`config.mk`:
```
export PLATFORM = sky130hd
export DESIGN_NAME = seq_divider_nbit
export DESIGN_NICKNAME = d
export VERILOG_FILES = /design/src/rtl/seq_divider_nbit.sv
export SDC_FILE = /design/constraint.sdc
export NUM_CORES = 1
export LEC_CHECK = 0
export BUFFER_PORTS_ARGS = -buffer_cell sky130_fd_sc_hd__buf_2
export CAP_MARGIN = 30
export CORE_ASPECT_RATIO = 0.8
export CORE_MARGIN = 2
export CORE_UTILIZATION = 50
export CTS_BUF_LIST = sky130_fd_sc_hd__clkbuf_16
export DETAILED_ROUTE_END_ITERATION = 10
export GPL_TIMING_DRIVEN = 1
export PLACE_DENSITY = 0.72
export SETUP_SLACK_MARGIN = 0.4
export SYNTH_ARGS = -nofsm -noshare
export SYNTH_HDL_FRONTEND = slang
export SYNTH_SLANG_ARGS = --single-unit
```
`constraint.sdc`:
```
create_clock -name clk -period 2.4 [get_ports clk]
set_clock_uncertainty 0.2 [all_clocks]
set_input_delay 0.12 -clock clk [delete_from_list [all_inputs] [get_ports clk]]
set_output_delay 0.12 -clock clk [all_outputs]
set_load 0.03 [all_outputs]
```
`src/rtl/seq_divider_nbit.sv`:
```
// seq_divider_nbit: iterative unsigned restoring divider, one quotient bit per clock; DIV_BY_ZERO_DET_EN enables the zero-divisor shortcut
module seq_divider_nbit #(
    parameter int N = 6
) (
    input  logic         clk,
    input  logic         rst,
    input  logic         start,
    input  logic [N-1:0] dividend,
    input  logic [N-1:0] divisor,
    output logic         busy,
    output logic         done,
    output logic [N-1:0] quotient,
    output logic [N-1:0] remainder,
    output logic         div_by_zero
);
    localparam int CW = $clog2(N);
    typedef enum logic [1:0] {IDLE, RUN, DONE} state_t;
    state_t state, state_nx;
    logic [N-1:0] q, d, q_nx;
    logic [N:0] r, t, r_nx;
    logic [CW-1:0] cnt;
    logic ge, last, zero_div, dbz;
`ifdef DIV_BY_ZERO_DET_EN
    assign zero_div = divisor == '0;
`else
    assign zero_div = 1'b0;
`endif
    assign busy = state != IDLE;
    assign done = state == DONE;
    assign div_by_zero = dbz;
    // one restoring step plus next-state selection
    always_comb begin
        t = (r << 1) | (N+1)'(q[N-1]);
        ge = t >= {1'b0, d};
        r_nx = ge ? t - {1'b0, d} : t;
        q_nx = {q[N-2:0], ge};
        last = cnt == '0;
        state_nx = state == IDLE ? (start ? (zero_div ? DONE : RUN) : IDLE) :
                   state == RUN  ? (last ? DONE : RUN) : IDLE;
    end
    // state register
    always_ff @(posedge clk or posedge rst) begin
        if (rst) state <= IDLE;
        else state <= state_nx;
    end
    // operand capture, iteration and result registers
    always_ff @(posedge clk or posedge rst) begin
        if (rst) begin
            q <= '0;
            d <= '0;
            r <= '0;
            cnt <= '0;
            quotient <= '0;
            remainder <= '0;
            dbz <= 1'b0;
        end else if (state == IDLE && start) begin
            q <= dividend;
            d <= divisor;
            r <= '0;
            cnt <= CW'(N-1);
            if (zero_div) begin
                quotient <= '1;
                remainder <= dividend;
                dbz <= 1'b1;
            end
        end else if (state == RUN) begin
            q <= q_nx;
            r <= r_nx;
            cnt <= cnt - 1'b1;
            if (last) begin
                quotient <= q_nx;
                remainder <= r_nx[N-1:0];
                dbz <= 1'b0;
            end
        end
    end
endmodule

```
Word level (Yosys, flattened, before mapping)
Cells that the tools add are included.
{"block": "classes", "n_eq_ne": 2, "addsub": 2, "n_lt_le_gt_ge": 1, "n_bitwise": 2, "mux": 11, "reduce_logical": 6}
{"cell": "$mux 6", "count": 5}
{"cell": "$ge 7x6->1", "count": 1}
{"cell": "$or 7x1->7", "count": 1}
{"cell": "$mux 2", "count": 3}
{"cell": "$mux 3", "count": 2}
{"cell": "$sub 6x6->6", "count": 1}
{"cell": "$reduce_bool 2->1", "count": 2}
{"cell": "$logic_not 3->1", "count": 1}
{"cell": "$reduce_and 3->1", "count": 1}
{"cell": "$sub 3x1->3 const B", "count": 1}
{"cell": "$eq 2x1->1 const B", "count": 1}
{"cell": "$eq 2x2->1 const B", "count": 1}
{"cell": "$logic_not 2->1", "count": 1}
{"cell": "$logic_and 1x1->1", "count": 1}
{"cell": "$mux 1", "count": 1}
{"cell": "$not 1->1", "count": 1}
{"block": "totals", "wordCells": 31, "regBits": 35}

Logic depth before layout (Yosys ltp)
{"block": "logic_depth", "ltp_word": 5, "ltp_mapped": 9, "mapped_depth_nobuf": 9}

Least setup slack after synthesis
Ideal clock, no wire load.
{"block": "synth_timing", "path_type": "register to register", "startpoint": "register r[3]", "endpoint": "register remainder[0]", "path_stages_with_launch": 7, "path_buffers": 0, "synth_period_minus_slack_ns": 1.999, "setup_slack_ns": 0.401, "arrival_time_ns": 1.725, "path_cell_list": "dfrtp_1 -> ha_1 -> a21o_1 -> a211oi_4 -> o21ai_4 -> mux2_4 -> o21ai_2"}
{"block": "synth_between", "elab_chain_cells": 3}
{"item": "start: declaration", "line_no": "20", "text": "logic [N:0] r, t, r_nx;"}
{"item": "start signal: assignment", "line_no": "68", "text": "r <= r_nx;"}
{"item": "$or 7x1->7", "line_no": "33", "text": "t = (r << 1) | (N+1)'(q[N-1]);"}
{"item": "$ge 7x6->1", "line_no": "34", "text": "ge = t >= {1'b0, d};"}
{"item": "$mux 6", "line_no": "35", "text": "r_nx = ge ? t - {1'b0, d} : t;"}
{"item": "end signal: assignment", "line_no": "63", "text": "remainder <= dividend;"}
{"item": "end signal: assignment", "line_no": "72", "text": "remainder <= r_nx[N-1:0];"}
{"item": "end: declaration", "line_no": "13", "text": "output logic [N-1:0] remainder,"}
Every way passes these cells.
A chain may end at the register's enable or synchronous reset.

Final worst setup path
{"block": "layout_timing", "startpoint": "register d[0]", "endpoint": "register r[0]"}
{"block": "layout_between", "elab_chain_cells": 4, "elab_cells_between_ends": 5}
{"item": "start: declaration", "line_no": "19", "text": "logic [N-1:0] q, d, q_nx;"}
{"item": "start signal: assignment", "line_no": "58", "text": "d <= divisor;"}
{"item": "$sub 6x6->6 / $ge 7x6->1 (equally long branches)", "line_no": "35, 34"}
{"item": "$mux 6 (*)", "line_no": "35"}
{"item": "$mux 6 (*)", "line_no": "66", "text": "end else if (state == RUN) begin"}
{"item": "$mux 6 (*)", "line_no": "56", "text": "end else if (state == IDLE && start) begin"}
Mark *: on every way between the ends. The rest lies on a longest branch, timed or not. The select of a mux whose other input is x is not followed.

==> metrics.txt <==
synth unique cells=40; die width=71.0 µm; DIE AREA=4080 µm²; core area=3420 µm²; Design Area, Final=2360 µm²; # rows=19; FILL cells=around 280; Placed Instance Area=1970 µm²; Final Wtd Congestion=around 0.87; crit path launch type=flop; Clock Path Buffers=2; Achievable Freq=485 MHz; H-tree depth reported by CTS=2; delay-heaviest family, CP=compound AO/OA/AOI/OAI gates; clk sinks=35; PwrDens=1760 nW/µm²; Comb pwr share=between 50% and 60%; Fin Setup TNS=0 ns; Avg Cell Area, Syn=9.69 µm²; FF/Latch Area=877 µm²; class of the worst hold path=in -> reg; routed vias=around 1500; final WL=4110 µm; CTS root buf=clkbuf_16; max incr delay on CP=0.44 ns; status=complete, no violations; area delta synth->final=31.8%; I/O pins=30; vias in the first global route=1482; switch share=42.9%; critical path peak fanout=8; Antenna diodes=0; synthesized netlist net count=210; Netlist Area Pre-Place=1790 µm²; DRT Pass-1 Iters=5; WP data required=2.41 ns; Post-synth EDFFs=0; DP HPWL=2530 µm; Leak=1.13 nW; Synth Instances=185; Clock power frac=between 10% and 20%; leading area contributor after synthesis=dfrtp_1; Most used DFF post-synth=dfrtp_1; WS Path Type=reg -> reg; DRC Markers=0; Final Hold Fails=0; starting density of the core=between 50 and 60%; Die Height=57.6 µm; FFs w/ async S/R, synth=100%; highest-delay cell along the critical path=dfrtp_2; Detailed Route Iter0 Violations=roughly 110; Seq cells post-synth=35; Final Max Slew Viols=0; pin count of the biggest net entering global routing=36; CP Capture Type=flop; global-route wire length before repair=between 6000 and 7000 µm; area of the multi-input gates=921 µm²; Final period util=a little under nine tenths; worst path bufs/invs=0; Max-Cap Viols=0; Vias/cell=5.31; CTS tree=yes; worst path cell trace=ha_4 -> or2b_1 -> a31oi_4 -> o21ai_4 -> mux2_4 -> o21ai_2; Pint=2.37 mW; Warnings, synthesis=0; endpoints failing setup=0; Worst Setup Slack, final=0.337 ns; Final nets=255; area share of the largest cell type after synthesis=48.8%; Flop pwr share=about a quarter; Net Sw Power=1.79 mW; pre-CTS WS=0.258 ns; GRT Resource Usage Total=between 20% and 30%; Final ANT Viol Nets=0; RSZ-0062 raised after global routing=true; Area contributors post-synth=dfrtp_1, nand2_1, ha_1; drt wl/cell=between 15 and 20 µm; # port buffers=28; sequential share of the synthesized area=48.8%; total congestion overflow=0; WP data arrival=2.07 ns; register clock-pin slew on the reported worst setup and hold paths=0.05 ns; Period minus WS final=2.06 ns; share of layout cells above drive strength 1=26.8%; initial antenna violation count=0; Final Util=69.0%; TritonCTS Buffers=5; clk_lat worst skew=0.28 ns; Worst IR Drop VDD=around 0.87 mV
area by class of cell:
| cell class | instances | share of cell area [%] |
|---|---|---|
| Multi-Input combinational cell | 130 | 39.0 |
| Sequential cell | 35 | 37.1 |
| Timing Repair Buffer | 45 | 12.7 |
| Clock buffer | 5 | 5.29 |
| Tap cell | 42 | 2.22 |
| Inverter | 13 | 2.06 |
| Clock inverter | 3 | 1.64 |
cells in the mapped netlist (3+ instances only):
library cell  instances
nand2_1              40
nor2_1                6
ha_1                  9
a21o_1                3
nand3_1               8
inv_1                12
mux2i_1               5
a22oi_1               4
nor2b_1               3
dfrtp_1              35
a21oi_1               5
o21ai_0              19
cell families (layout without fill, tap and decap cells):
group	Yosys count	count (layout)	synth area share, %
buffers and inverters	20	66	5.09
other	1	1	0.209
xor gates and xnor gates	3	3	1.47
adders and majority gates	10	10	7.40
DFF	35	35	48.8
AOI/OAI and AO/OA	41	41	15.5
muxes	7	7	4.26
and+or+nand+nor	68	68	17.2
worst reg2reg max path, cell delays in order (launching register included):
cell     delay, ns
dfrtp_2       0.44
ha_4          0.27
or2b_1        0.14
a31oi_4       0.10
o21ai_4       0.37
mux2_4        0.37
o21ai_2       0.11
cell usage in the layout, fill, tap and decap left out, drive strengths merged, types with 6 or more instances in the layout:
master,instances
nand2,41
dfrtp,35
buf,32
o21ai,22
dlygate4sd3,13
inv,12
ha,9
nand3,8
nor2,6
routing by layer:
layer  routed length [µm]  global-route usage (%)  vias to the layer above  share of wire, %
met1                 1830                    27.4                      687                44
met5                    0                       0                        -                 0
li1                     -                       -                      709                 -
met3                  225                    5.30                        8               5.5
met4                   57                    7.01                        0               1.4
met2                 2010                    36.7                       46                49
path summary, 6_finish.rpt:
check	start	endpoint	slack, ns	depth (start not counted)
setup / recovery	d[0]	r[0]	0.34	6
hold / removal	start	q[4]	0.21	4
setup reg to reg	d[0]	r[0]	0.34	6
hold reg to reg	quotient[2]	quotient[2]	0.27	2
max in group asynchronous	rst	d[0]	1.38	4
min in group asynchronous	rst	remainder[3]	0.28	4
per-stage QoR:
stage,std cells,total power [mW],hold WS (ns)
after detailed placement,251,3.04,0.0482
after global routing,273,4.46,0.243
after global placement,251,2.95,0.0370
after CTS,272,4.04,0.200
final,273,4.16,0.212
after floorplan,185,2.61,0.0254
power by group through the flow:
stage	registers [mW]	logic [mW]	clock network [mW]
final	1.08	2.36	0.727
after global routing	1.11	2.59	0.762
after CTS	1.06	2.25	0.729
after detailed placement	1.06	1.98	0
after global placement	1.04	1.90	0
after floorplan	1.19	1.42	0
flip-flops by register name, summed over array words and instances (netlist names):
name and count:
remainder 6, r 6, state 2, cnt 3, quotient 6, q 6
d 6
repair_timing:
item / CTS / global route
gates resized for setup: 15 / 6
setup endpoints to repair: 13 / 12
setup buffers: 0 / 1
hold buffers: 13 / 0
pin swaps: 3 / 2
gates cloned: 0 / 0
hold endpoints to repair: 47 / 0
Power figures use the tool's default switching activity.
